### src/rtl/add_sub_pkg.sv
// Shared types and helpers for the add/sub magnitude comparator pipeline.
// A compare node is an {lt, eq} pair; nodes merge pairwise from MSB-side (hi) to LSB-side (lo).
package add_sub_pkg;

  localparam int CMP_NIB_W = 4;

  typedef enum logic [1:0] {
    CMP_UNSIGNED = 2'b00,
    CMP_SIGNED   = 2'b01,
    CMP_SIGNMAG  = 2'b10
  } cmp_mode_e;

  typedef struct packed {
    logic lt;
    logic eq;
  } cmp_node_t;

  // Neutral element for a missing high node: "equal", so the low node decides.
  localparam cmp_node_t CMP_PAD = '{lt: 1'b0, eq: 1'b1};

  function automatic cmp_node_t cmp_merge(input cmp_node_t hi, input cmp_node_t lo);
    cmp_node_t m;
    m.lt = hi.lt | (hi.eq & lo.lt);
    m.eq = hi.eq & lo.eq;
    return m;
  endfunction

  // Node count after lvl halvings of num_nib leaves (rounded up).
  function automatic int cmp_nodes_at(input int num_nib, input int lvl);
    return (num_nib + (1 << lvl) - 1) >> lvl;
  endfunction

endpackage

### src/rtl/add_sub_comp_level.sv
// One combine level of the compare tree plus its pipeline register.
// Node 2k+1 is the high half of node 2k; an odd top node is merged with the neutral pad.
module add_sub_comp_level
  import add_sub_pkg::*;
#(
  parameter int N_IN   = 2,
  parameter int DATA_W = 8
) (
  input  logic                      i_clk,
  input  logic                      i_rst_n,
  input  logic                      i_en,
  input  logic                      i_valid,
  input  logic [N_IN-1:0]           i_lt,
  input  logic [N_IN-1:0]           i_eq,
  input  logic [DATA_W-1:0]         i_data,
  output logic                      o_valid,
  output logic [(N_IN+1)/2-1:0]     o_lt,
  output logic [(N_IN+1)/2-1:0]     o_eq,
  output logic [DATA_W-1:0]         o_data
);

  localparam int N_OUT = (N_IN + 1) / 2;

  logic [N_OUT-1:0]  lt_d, eq_d;
  logic [N_OUT-1:0]  lt_q, eq_q;
  logic              valid_q;
  logic [DATA_W-1:0] data_q;

  for (genvar k = 0; k < N_OUT; k++) begin : g_node
    cmp_node_t hi, lo, m;
    assign lo = {i_lt[2*k], i_eq[2*k]};
    if (2*k + 1 < N_IN) begin : g_pair
      assign hi = {i_lt[2*k+1], i_eq[2*k+1]};
    end else begin : g_pad
      assign hi = CMP_PAD;
    end
    assign m       = cmp_merge(hi, lo);
    assign lt_d[k] = m.lt;
    assign eq_d[k] = m.eq;
  end

  always_ff @(posedge i_clk or negedge i_rst_n) begin
    if (!i_rst_n) begin
      valid_q <= 1'b0;
      lt_q    <= '0;
      eq_q    <= '0;
      data_q  <= '0;
    end else if (i_en) begin
      valid_q <= i_valid;
      lt_q    <= lt_d;
      eq_q    <= eq_d;
      data_q  <= i_data;
    end
  end

  assign o_valid = valid_q;
  assign o_lt    = lt_q;
  assign o_eq    = eq_q;
  assign o_data  = data_q;

endmodule

### src/rtl/add_sub_comp_pipe.sv
// Pipelined magnitude comparator: leaf nibble compares, then a registered log2 merge tree.
// Returns less/equal and the original operands reordered as max/min, with a sideband tag.
module add_sub_comp_pipe
  import add_sub_pkg::*;
#(
  parameter int WIDTH = 32,
  parameter int TAG_W = 4
) (
  input  logic             i_clk,
  input  logic             i_rst_n,
  input  logic             i_valid,
  output logic             o_ready,
  input  logic [WIDTH-1:0] i_data_a,
  input  logic [WIDTH-1:0] i_data_b,
  input  logic [1:0]       i_mode,
  input  logic [TAG_W-1:0] i_tag,
  output logic             o_valid,
  input  logic             i_ready,
  output logic             o_less,
  output logic             o_equal,
  output logic [WIDTH-1:0] o_max,
  output logic [WIDTH-1:0] o_min,
  output logic [TAG_W-1:0] o_tag
);

  localparam int NUM_NIB = WIDTH / CMP_NIB_W;
  localparam int DEPTH   = $clog2(NUM_NIB);
  localparam int DATA_W  = TAG_W + 2 * WIDTH;

  // Handshake: one global enable en = !o_valid | i_ready drives every stage
  // and o_ready. Input transfers on i_valid & o_ready, output on o_valid & i_ready;
  // with en low all stages (valid bits and data) hold, bubbles are not squeezed out.
  logic en;
  assign en      = !o_valid | i_ready;
  assign o_ready = en;

  // Operand pre-processing only feeds the compare; original operands ride the pipe.
  logic [WIDTH-1:0] a_pp, b_pp;
  always_comb begin
    a_pp = i_data_a;
    b_pp = i_data_b;
    case (cmp_mode_e'(i_mode))
      CMP_SIGNED: begin
        a_pp[WIDTH-1] = ~i_data_a[WIDTH-1];
        b_pp[WIDTH-1] = ~i_data_b[WIDTH-1];
      end
      CMP_SIGNMAG: begin
        a_pp[WIDTH-1] = 1'b0;
        b_pp[WIDTH-1] = 1'b0;
      end
      default: ;
    endcase
  end

  logic [NUM_NIB-1:0] leaf_lt_d, leaf_eq_d;
  for (genvar k = 0; k < NUM_NIB; k++) begin : g_leaf
    logic [CMP_NIB_W-1:0] na, nb;
    assign na           = a_pp[k*CMP_NIB_W +: CMP_NIB_W];
    assign nb           = b_pp[k*CMP_NIB_W +: CMP_NIB_W];
    assign leaf_lt_d[k] = (na < nb);
    assign leaf_eq_d[k] = (na == nb);
  end

  // Level 0 is the leaf register; levels 1..DEPTH each halve the node count.
  for (genvar j = 0; j <= DEPTH; j++) begin : g_lvl
    localparam int N = cmp_nodes_at(NUM_NIB, j);
    logic              v_q;
    logic [N-1:0]      lt_q, eq_q;
    logic [DATA_W-1:0] data_q;

    if (j == 0) begin : g_stage0
      always_ff @(posedge i_clk or negedge i_rst_n) begin
        if (!i_rst_n) begin
          v_q    <= 1'b0;
          lt_q   <= '0;
          eq_q   <= '0;
          data_q <= '0;
        end else if (en) begin
          v_q    <= i_valid;
          lt_q   <= leaf_lt_d;
          eq_q   <= leaf_eq_d;
          data_q <= {i_tag, i_data_a, i_data_b};
        end
      end
    end else begin : g_merge
      add_sub_comp_level #(
        .N_IN   (cmp_nodes_at(NUM_NIB, j - 1)),
        .DATA_W (DATA_W)
      ) u_level (
        .i_clk   (i_clk),
        .i_rst_n (i_rst_n),
        .i_en    (en),
        .i_valid (g_lvl[j-1].v_q),
        .i_lt    (g_lvl[j-1].lt_q),
        .i_eq    (g_lvl[j-1].eq_q),
        .i_data  (g_lvl[j-1].data_q),
        .o_valid (v_q),
        .o_lt    (lt_q),
        .o_eq    (eq_q),
        .o_data  (data_q)
      );
    end
  end

  logic [DATA_W-1:0] out_data;
  logic [WIDTH-1:0]  out_a, out_b;

  assign out_data = g_lvl[DEPTH].data_q;
  assign out_a    = out_data[2*WIDTH-1 -: WIDTH];
  assign out_b    = out_data[WIDTH-1:0];

  assign o_valid  = g_lvl[DEPTH].v_q;
  assign o_less   = g_lvl[DEPTH].lt_q[0];
  assign o_equal  = g_lvl[DEPTH].eq_q[0];
  assign o_tag    = out_data[DATA_W-1 -: TAG_W];
  // Equal operands fall into the "not less" arm: max = A, min = B.
  assign o_max    = o_less ? out_b : out_a;
  assign o_min    = o_less ? out_a : out_b;

endmodule

### config.mk
export PLATFORM = sky130hd
export DESIGN_NAME = add_sub_comp_pipe
export DESIGN_NICKNAME = d
export VERILOG_FILES = /design/src/rtl/add_sub_pkg.sv /design/src/rtl/add_sub_comp_level.sv /design/src/rtl/add_sub_comp_pipe.sv
export SDC_FILE = /design/constraint.sdc
export NUM_CORES = 1
export LEC_CHECK = 0
export ABC_AREA = 1
export CORE_ASPECT_RATIO = 2
export CORE_MARGIN = 2
export CORE_UTILIZATION = 41
export DETAILED_ROUTE_END_ITERATION = 10
export GPL_ROUTABILITY_DRIVEN = 1
export GPL_TIMING_DRIVEN = 0
export HOLD_SLACK_MARGIN = 0.12
export REMOVE_ABC_BUFFERS = 1
export SLEW_MARGIN = 20
export SYNTH_ARGS = -nofsm -noshare
export SYNTH_HDL_FRONTEND = slang
export SYNTH_SLANG_ARGS = --single-unit
### constraint.sdc
create_clock -name i_clk -period 2.8 [get_ports i_clk]
set_input_delay 0.28 -clock i_clk [delete_from_list [all_inputs] [get_ports i_clk]]
set_output_delay 0.28 -clock i_clk [all_outputs]
set_load 0.005 [all_outputs]
== Word-level counts from Yosys, hierarchy flattened ==
Cells that the tools add are included.

* Bits of input ports: 74
* Memory bits (writable): 0
* Word-level logic and storage cells: 63
* Latch bits: 0
* Memories: 0
* Output and inout bits: 72
* Bits in registers: 306
* Memory bits (read-only): 0

* Div/mod/pow operators: 0
* $mul: 0
* Add/sub/neg operators: 0
* Shift operators: 0
* Mux-type cells: 4
* Reductions and logical operators: 1
* Bitwise logic cells: 24
* Order comparisons: 8
* Equality and inequality tests: 10

{| class="wikitable"
|+ Operators by type and width
! operator !! number
|-
| 2-to-1 mux 32 bit || 2
|-
| equality test 4 bit || 8
|-
| < comparator 4 bit || 8
|-
| bitwise AND 1 bit || 14
|-
| OR 1 bit || 8
|-
| case mux 1 bit (2 select lines) || 2
|-
| equality test 2 x 1 -> 1 bit (second input constant) || 1
|-
| equality test 2 bit (second input constant) || 1
|-
| inverter 1 bit || 2
|-
| logical NOT 1 bit || 1
|}

== Depth between registers and ports, before layout ==
* Depth in word-level cells: 3
* Mapped depth: 12
* Gate-level depth less buffers: 12

== Modules after synthesis ==
From an unflattened synthesis, not the netlist that was laid out.

* Cell total of the unflattened synthesis: 1610
* Area, all modules: 13346.6 um2

{| class="wikitable"
|+ Modules (own cells, without submodules)
! module !! seq. area each (um2) !! instances !! area each (um2) !! cells each
|-
| add_sub_comp_pipe || 2127.0 || 1 || 4833.4 || 655
|-
| add_sub_comp_level (g_lvl[1].g_merge.u_level) || 1926.8 || 1 || 2967.8 || 338
|-
| add_sub_comp_level (g_lvl[2].g_merge.u_level) || 1826.8 || 1 || 2805.2 || 314
|-
| add_sub_comp_level (g_lvl[3].g_merge.u_level) || 1776.7 || 1 || 2740.1 || 303
|}

== Worst setup path after synthesis ==
OpenSTA, ideal clock, no wires.

* Kind: input to register
* From: in i_mode[1]
* To: reg g_lvl[0].lt_q[7]
* Data arrival time: 1315 ps
* Cell stages on the path: 12
* Buffers on the path: 0
* Setup time: 116 ps
* Data required time: 2684 ps
* Slack: 1369 ps
* Path through: inv_1 ha_1 inv_1 nand2_1 nor2_1 a21oi_1 ha_1 nand2_1 inv_1 nand2_1 nand2_1 nand2_1

* Cells in the longest elaborated chain, start to end: 3
* Elaborated cells between the ends (all ways): 5
* Classes of those cells: order compare: 1; eq/ne: 2; mux: 2

{| class="wikitable"
|+ RTL lines
! element !! line !! RTL
|-
| start: declaration || add_sub_comp_pipe.sv:15 || <nowiki>input logic [1:0] i_mode,</nowiki>
|-
| equality test 2 bit or equality test 2 x 1 -> 1 bit (tied branches) || add_sub_comp_pipe.sv:42 || <nowiki>case (cmp_mode_e'(i_mode))</nowiki>
|-
| case mux 1 bit (2 select lines) || add_sub_comp_pipe.sv:42 ||
|-
| < comparator 4 bit (*) || add_sub_comp_pipe.sv:60 || <nowiki>assign leaf_lt_d[k] = (na < nb);</nowiki>
|-
| end signal: assignment || add_sub_comp_pipe.sv:80 || <nowiki>lt_q <= leaf_lt_d;</nowiki>
|-
| end: declaration || add_sub_comp_pipe.sv:68 || <nowiki>logic [N-1:0] lt_q, eq_q;</nowiki>
|}

Every way passes the cells marked *; elsewhere a longest branch is shown, timed or not.
A chain may end at the register's enable or synchronous reset.

== Worst setup path after layout ==
* From: reg g_lvl[3].g_merge.u_level.lt_q
* To: out o_max[14]

* Cells in the longest elaborated chain, start to end: 1

{| class="wikitable"
|+ RTL lines
! element !! line !! RTL
|-
| start: declaration || add_sub_comp_level.sv:25 || <nowiki>logic [N_OUT-1:0] lt_q, eq_q;</nowiki>
|-
| start signal: assignment || add_sub_comp_level.sv:50 || <nowiki>lt_q <= lt_d;</nowiki>
|-
| 2-to-1 mux 32 bit || add_sub_comp_pipe.sv:117 || <nowiki>assign o_max = o_less ? out_b : out_a;</nowiki>
|-
| end: declaration || add_sub_comp_pipe.sv:21 || <nowiki>output logic [WIDTH-1:0] o_max,</nowiki>
|}

No other way between the ends.

==> impl_metrics.json <==
{
  "start_util": 0.415,
  "die_w_um": 130,
  "clockBufferDepth": 3,
  "stdcell_area_um2": 15800,
  "wl_met1_um": 12000,
  "power_density_nw_per_um2": 1040,
  "slew-limit-headroom": 0.599,
  "wl_met3_um": 1100,
  "gp_congestion": 0.732,
  "cp_data_required_time_ns": 2.52,
  "cts_tree": "done",
  "grt_pass1_wl_um": 45200,
  "switchingPower_mw": 5.34,
  "async_flop_share": 1.00,
  "yosys.area.top_type_share": 0.590,
  "die-area_um2": 33200,
  "yosysTopAreaCell": "dfrtp_1",
  "vias": 9498,
  "numClockSinks": 306,
  "combPwrFrac": 0.306,
  "grt_max_degree": 141,
  "leakage_nw": 7.79,
  "critPathLaunch": "g_lvl[3].g_merge.u_level.o_lt",
  "clockPowerShare": 0.262,
  "cap_violations": 0,
  "cp-end-kind": "output port",
  "dp_hpwl_um": 16400,
  "hp-class": "in2async",
  "ys_seq_area_frac": 0.590,
  "hold_violations": 0,
  "cts_buffers": 29,
  "power.internal_mw": 11.1,
  "syn_inst": 1506,
  "start_kind": "flip-flop",
  "switching_share": 0.324,
  "outcome": "complete, no violations",
  "clock_latency_ns": 0.55,
  "route.met2.wl_um": 12500,
  "postSynthAreaPerCell_um2": 8.62,
  "synthesis.area_um2": 13000,
  "seqPwrFrac": 0.432,
  "worstPathMaxFanout": 65,
  "ir_worst_vdd_mv": 0.614,
  "ys.flop_type": "dfrtp_1",
  "ios": 146,
  "grt_remaining_overflow": 0,
  "antenna_left": 0,
  "final_cells": 2053,
  "setup_viol": 0,
  "antenna_found_initial": 0,
  "rr_startpoint": "g_lvl[3].g_merge.u_level.o_valid",
  "clkSlewWorstSetupHoldPaths_ns": 0.07,
  "place_area_um2": 14800,
  "grt_pass1_vias": 9535,
  "synth_edf_count": 0,
  "fin_nets": 1714,
  "rsz0062_at_grt": "false",
  "root_buffer": "clkbuf_16",
  "fill_cells": 2966,
  "critPathArrivalTime_ns": 2.36,
  "coreArea_um2": 31300,
  "diodes": 0,
  "htreeDepth": 1,
  "drc": 0,
  "min_period_ns": 2.64,
  "syn_to_final_growth_pct": 22.0,
  "synth_area_leaders": "dfrtp_1 (59%), nand2_1 (16%), o21ai_0 (11%)",
  "fmax_mhz": 379,
  "portBuffers": 145,
  "dp.cells": 1997,
  "power_mw": 16.5,
  "drt_iter0_markers": 533,
  "totalWireLength_um": 26000,
  "cts_resized": 0,
  "r2r_slack_ns": 0.35,
  "routed.top_layer": "met4",
  "die_y_um": 256,
  "ys_ff_latch": 306,
  "via_per_inst": 4.63,
  "yosysMostFrequentCell": "nand2_1",
  "drv_slew": 0,
  "worst_pin_slew_ns": 0.602,
  "path_class": "reg2out",
  "drive_gt1_frac": 0.0405,
  "skew_ns": 0.00834,
  "routedWlPerCell_um": 12.6,
  "drtPass1Iterations": 5,
  "period_share": 0.942,
  "synth_cell_types": 14,
  "synth_commonest_cells": "nand2_1 (563), dfrtp_1 (306), o21ai_0 (295), inv_1 (189), buf_2 (43)",
  "rows": 92,
  "grt.total_usage": 0.162,
  "yosys_warnings": 0
}
[kinds of logic after synthesis]
group | Yosys count | share of synthesized area
flops | 306 | 0.590
compound gates | 303 | 0.117
fa+ha+maj | 33 | 0.0318
buf+inv | 276 | 0.0903
simple gates | 588 | 0.172
[cells in the final DEF (no fill, tap or decap), drive strengths merged, types with 6 or more instances in the layout]
cell | Yosys | layout
ha | 33 | 33
clkdlybuf4s50 | 0 | 144
inv | 191 | 193
bufinv | 0 | 6
clkbuf | 28 | 36
a21oi | 8 | 8
o21ai | 295 | 295
nand3 | 15 | 15
dfrtp | 306 | 306
buf | 57 | 10
nor2 | 9 | 9
nand2 | 564 | 564
[flip-flops by register name (all words and copies together), names as in the netlist]
signal / count
g_lvl.data_q: 68
g_lvl.eq_q: 8
g_lvl.g_merge.u_level.o_data: 204
g_lvl.g_merge.u_level.o_eq: 7
g_lvl.g_merge.u_level.o_lt: 7
g_lvl.g_merge.u_level.o_valid: 3
g_lvl.lt_q: 8
g_lvl.v_q: 1
[metal layers]
metal / vias to the layer above / track usage
met4: 0 / 0.0367
li1: 4847 / -
met1: 4463 / 0.226
met2: 164 / 0.268
met5: - / 0
met3: 24 / 0.0249
[final cells by class]
type	instances	area, um^2	share of cell area
sequential	306	7660	0.483
inverter	191	724	0.0457
clock inverter	18	260	0.0164
timing repair buffer	155	1700	0.107
tap	423	529	0.0334
clock buffer	36	802	0.0506
multi-input combinational	924	4170	0.263
[per-stage QoR]
stage                     setup WS, ns  setup TNS [ns]   util  hold slack [ns]
final                            0.163               0  0.506            0.235
after global routing           0.00960               0  0.506            0.245
after CTS                       0.0825               0  0.506            0.222
after detailed placement       -0.0232          -0.108  0.471            0.227
after global placement          -11.66        -5390.43  0.464            0.438
after floorplan                  -3.62         -706.49      -          -0.0156
[critical path, stage by stage (launching register included)]
cell             delay, ns
dfrtp_4               0.73
buf_12                0.30
nand2_1               0.08
o21ai_0               0.11
clkdlybuf4s50_1       0.54
[repair_timing]
item	4_1_cts	5_1_grt
hold buffers	1	0
endpoints found under the setup margin	5	0
buffers inserted	1	0
hold endpoints to repair	235	0
[power by group through the flow]
stage	clock network [mW]	logic [mW]	registers [mW]
2_1_floorplan	0	2.78	7.03
3_3_place_gp	0	4.90	7.29
3_5_place_dp	0	5.02	7.23
4_1_cts	4.47	5.16	7.13
5_1_grt	4.63	5.88	7.34
6_report	4.30	5.04	7.11
[worst paths after layout]
path	endpoint	cells after the start
max	o_max[14]	4
max reg2reg	g_lvl[2].g_merge.u_level.o_data[33]	5
min	g_lvl[2].g_merge.u_level.o_data[20]	2
min in group i_clk	g_lvl[0].data_q[66]	3
min reg2reg	g_lvl[3].g_merge.u_level.o_valid	2
max in group asynchronous	g_lvl[3].g_merge.u_level.o_data[64]	3
(Power assumes the default switching activity.)
==> patch 1 (config.mk and constraints unchanged) <==
Add an input register stage for `i_mode`, with the module's reset; this delays it by one clock. The other inputs are not delayed to match.
--- a/src/rtl/add_sub_comp_pipe.sv
+++ b/src/rtl/add_sub_comp_pipe.sv
@@ -29,2 +29,12 @@
 
+  logic [1:0] i_mode_q;
+
+  always_ff @(posedge i_clk or negedge i_rst_n) begin
+    if (!i_rst_n) begin
+      i_mode_q <= '0;
+    end else begin
+      i_mode_q <= i_mode;
+    end
+  end
+
   // Handshake: one global enable en = !o_valid | i_ready drives every stage
@@ -41,3 +51,3 @@
     b_pp = i_data_b;
-    case (cmp_mode_e'(i_mode))
+    case (cmp_mode_e'(i_mode_q))
       CMP_SIGNED: begin
Behaviour: not the same (a bounded check fails within 10 cycles, from zero or initial values and one cycle with i_rst_n low).
==> patch 1 against the original RTL <==
Design area fell by 0.47%. Wire length rose by 3.5%. Sequential cell count rose by 2. Synthesized area rose by 1.4%. Clock skew rose by 0.0038 ns. Non-clock buffer count fell by 1. Total power fell by 1.9%. Clock power fell by 8.4%. Setup slack improved by 0.019 ns. First-iteration DRC count fell by 6.8%. Count of clock-buffer cells in the layout rose by 1.
==> patch 1: results (changes against the original RTL) <==
[outcome]
run_status = complete, no violations

[power]
p_total_w = 0.0161  ; -1.9%
pg_comb_w = 0.00511  ; +1%
p_leak_nw = 7.78  ; -0.21%
ir_worst_vdd_v = 0.000566  ; -7.8%
internal_power_w = 0.0109  ; -2.3%

[timing]
hold-worst-slack_ns = 0.165  ; -0.0698 ns
relSlewSlack = 0.612  ; +0.0137
clock_skew_ns = 0.0122  ; +0.00381 ns

[final_layout]
layout-drive-gt1-share = 0.0363  ; -0.00423
n_all_buffers = 154  ; -0.65%
nets = 1715  ; +0.058%
clk_share = 0.0598  ; -0.00722
nonClkBufAreaFrac = 0.107  ; -0.000291
register_area_um2 = 7710  ; +0.65%
multi_input_comb_cells = 925  ; +0.11%
fin_cells = 2050  ; -0.15%
clkbuf_count = 37  ; +2.8%
seq_cells = 308  ; +0.65%

[placement]
dp_hpwl_um = 17100  ; +4.3%
post-place-ws_ns = -0.0270  ; -0.00379 ns
placed_cells = 1999  ; +0.10%
place_congestion = 0.736  ; +0.62%

[worst_hold_path]
min_path_type = primary input to flop

[critical_path]
r2r_setup_slack_ns = 0.32  ; -0.03 ns
slowest_delay_ns = 0.68  ; -0.05 ns
endpoint = o_max[22]

[synthesis]
ys_top_cells_by_count = nand2_1, dfrtp_1, o21ai_0, inv_1, o21ai_1
syn_inst = 1508  ; +0.13%

[route]
drtIter0Drc = 497  ; -6.8%
post_drt_wl_per_cell_um = 13.1  ; +3.6%

[global_routing]
grt_pass1_vias = 9357  ; -1.9%
grt_first_pass_wirelength_um = 45100  ; -0.21%
grt_usage = 0.164  ; +0.00111

[patch 1: changes by cell type after synthesis, sizes merged]
cell | before | now
clkbuf | 28 | 15
buf | 57 | 69
dfrtp | 306 | 308
nand2 | 564 | 566
o21ai | 295 | 294
[patch 1: timing repair]
action,in CTS,in global routing
hold endpoints to repair,67,0
endpoints found under the setup margin,0,18
hold buffers,1,0
setup buffers,0,1
[patch 1: worst reg2reg max path, stage by stage, from the launching register on]
cell     delay, ns
dfrtp_1       0.44
nand2_8       0.29
buf_16        0.36
inv_12        0.51
buf_16        0.46
o21ai_0       0.27
[patch 1: cell families (layout without fill, tap and decap cells)]
logic type	count (synthesis)	count (layout)	share of synthesized area
simple gates	590	590	0.170
flops	308	308	0.585
compound gates	302	302	0.115
buf+inv	275	394	0.0985
fa+ha+maj	33	33	0.0314
[patch 1: metal layers]
metal  global-route usage  share of wire
met1                0.204           0.42
met2                0.295           0.53
met3               0.0173          0.028
met4               0.0479          0.024
met5                    0              0
==> patch 2 (config.mk and constraints unchanged) <==
Without the edit above. The parameter `WIDTH` goes from 32 to 64.
--- a/src/rtl/add_sub_comp_pipe.sv
+++ b/src/rtl/add_sub_comp_pipe.sv
@@ -5,3 +5,3 @@
 #(
-  parameter int WIDTH = 32,
+  parameter int WIDTH = 64,
   parameter int TAG_W = 4
Interface: changed (resized i_data_a, i_data_b, o_max and o_min); port bits go from 146 to 274. The function was not compared with the original's and may differ.
==> patch 2 against the original RTL <==
Sequential power rose by 140%. Combinational power up 130%. Setup slack worse by 0.073 ns. Design area grew 130%. Synthesized area up 130%. Sequential share of layout area up 2.0 points. Total power is 130% higher. Critical path depth did not move. Wire length rose to 2.5 times the old value. Cell count is 130% higher. Sequential cell count grew 421. Critical path type unchanged.
==> patch 2: results (changes against the original RTL) <==
[global_routing]
antenna_found_initial = 11  ; +11
grt_pass1_vias = 21200  ; +120%
grt_max_degree = 149  ; +5.7%
grt_first_pass_wirelength_um = 109000  ; +140%
grt_usage = 0.178  ; +0.0154

[final_layout]
n_all_inverters = 375  ; +96%
final_util = 0.496  ; -0.0105
multi_input_comb_cells = 2206  ; +140%
sh_seq_area = 0.504  ; +0.0204
nonClkBufAreaFrac = 0.0961  ; -0.0111
n_fill_cell = 6967  ; +130%
clk_share = 0.0611  ; -0.00592
num_antenna_cells = 2  ; +2
clkbuf_count = 97  ; +170%
nets = 3884  ; +130%
n_all_buffers = 303  ; +95%
layout-drive-gt1-share = 0.0365  ; -0.00401
multi_input_area_um2 = 9670  ; +130%
largest_reg_flops = 528  ; +160%

[synthesis]
ys_top_cells_by_count = nand2_1, dfrtp_1, o21ai_0, inv_1, buf_2
seq_area_frac_synth = 0.602  ; +0.0126
ys_types = 15  ; +1
synthTopCellsByArea = dfrtp_1, nand2_1, o21ai_0
async_flop_share = 1.00  ; unchanged
syn_inst = 3497  ; +130%
post_synth.cell_area_avg_um2 = 8.64  ; +0.17%

[critical_path]
crit_fanout = 84  ; +29%
rr_endpoint = g_lvl[2].g_merge.u_level.o_data[77]
r2r_start = g_lvl[4].g_merge.u_level.o_valid
r2r_setup_slack_ns = 0.48  ; +0.13 ns
reg2regPathDepth = 6  ; +1
cp.arrival_ns = 2.43  ; +0.07 ns

[worst_hold_path]
min_path_type = primary input to flop
worstHoldPathCells = 3
hp-start = i_tag[3]
min_to = g_lvl[0].data_q[131]

[clock_network]
cts.path.max_buffers = 3  ; unchanged
cts_root_buf = clkbuf_16
cts_max_level = 3  ; +2
clock_sinks = 727  ; +140%
clk_latency_ns = 0.63  ; +0.08 ns
clkTransAtPathRegs_ns = 0.07  ; about the same
numCtsBuffers = 68  ; +130%

[route]
post_drt_wl_per_cell_um = 14.0  ; +11%
wl_um = 65200  ; +150%
drtIter0Drc = 1076  ; +100%
vias = 21600  ; +130%

[placement]
post-place-ws_ns = -0.358  ; -0.335 ns
placed_cells = 4522  ; +130%
dp_hpwl_um = 40000  ; +140%
postPlaceCellArea_um2 = 33700  ; +130%
port_buffers = 273  ; +88%
place_congestion = 0.744  ; +1.7%

[power]
ir_worst_vdd_v = 0.000640  ; +4.2%
p_leak_nw = 18.1  ; +130%

[timing]
hold-worst-slack_ns = 0.190  ; -0.0450 ns
clock_skew_ns = 0.0138  ; +0.00542 ns
relSlewSlack = 0.526  ; -0.0726

[outcome]
run_status = complete, no violations

-- patch 2: how the worst max path moves through the flow --
stage,start,endpoint,slack (ns),depth (start not counted)
finish,g_lvl[4].g_merge.u_level.o_lt,o_min[48],0.09,4
global route,g_lvl[4].g_merge.u_level.o_lt,o_min[48],0.01,4
CTS,g_lvl[4].g_merge.u_level.o_lt,o_max[9],0.003,3
detailed placement,i_ready,g_lvl[1].g_merge.u_level.o_data[39],-0.36,7
global placement,i_rst_n,g_lvl[3].g_merge.u_level.o_data[63],-31.95,1
floorplan,g_lvl[4].g_merge.u_level.o_valid,g_lvl[0].data_q[100],-9.14,3
-- patch 2: cell families after synthesis --
family / synth area share
AND/OR/NAND/NOR: 0.194
flip-flops: 0.602
AO/OA/AOI/OAI: 0.0979
buffers and inverters: 0.0792
adder cells (fa/ha/maj): 0.0269
-- patch 2: critical path: stages (launching register included) --
cell and delay, ns:
dfrtp_4 0.57, buf_12 0.16, buf_16 0.19, o21ai_0 0.25, clkdlybuf4s50_1 0.59
-- patch 2: power by group --
| group | switching [W] | leakage [nW] | internal [W] | total [W] |
|---|---|---|---|---|
| sequential | 0.00202 | 8.98 | 0.0148 | 0.0168 |
| clock | 0.00402 | 1.08 | 0.00532 | 0.00934 |
| combinational | 0.00648 | 8.08 | 0.00505 | 0.0115 |
-- patch 2: routing by layer --
layer / track usage / vias up / share of wire
li1: - / 11100 / -
met1: 0.229 / 10100 / 0.44
met5: 0 / - / 0.0016
met4: 0.0671 / 16 / 0.023
met3: 0.0397 / 84 / 0.054
met2: 0.293 / 336 / 0.48
-- patch 2: repair_timing --
action,4_1_cts,5_1_grt
hold buffers,2,0
pin swaps,1,0
gates cloned,5,0
gates resized for setup,2,3
setup endpoints to repair,102,3
endpoints found under the hold margin,213,0
setup buffers,5,0
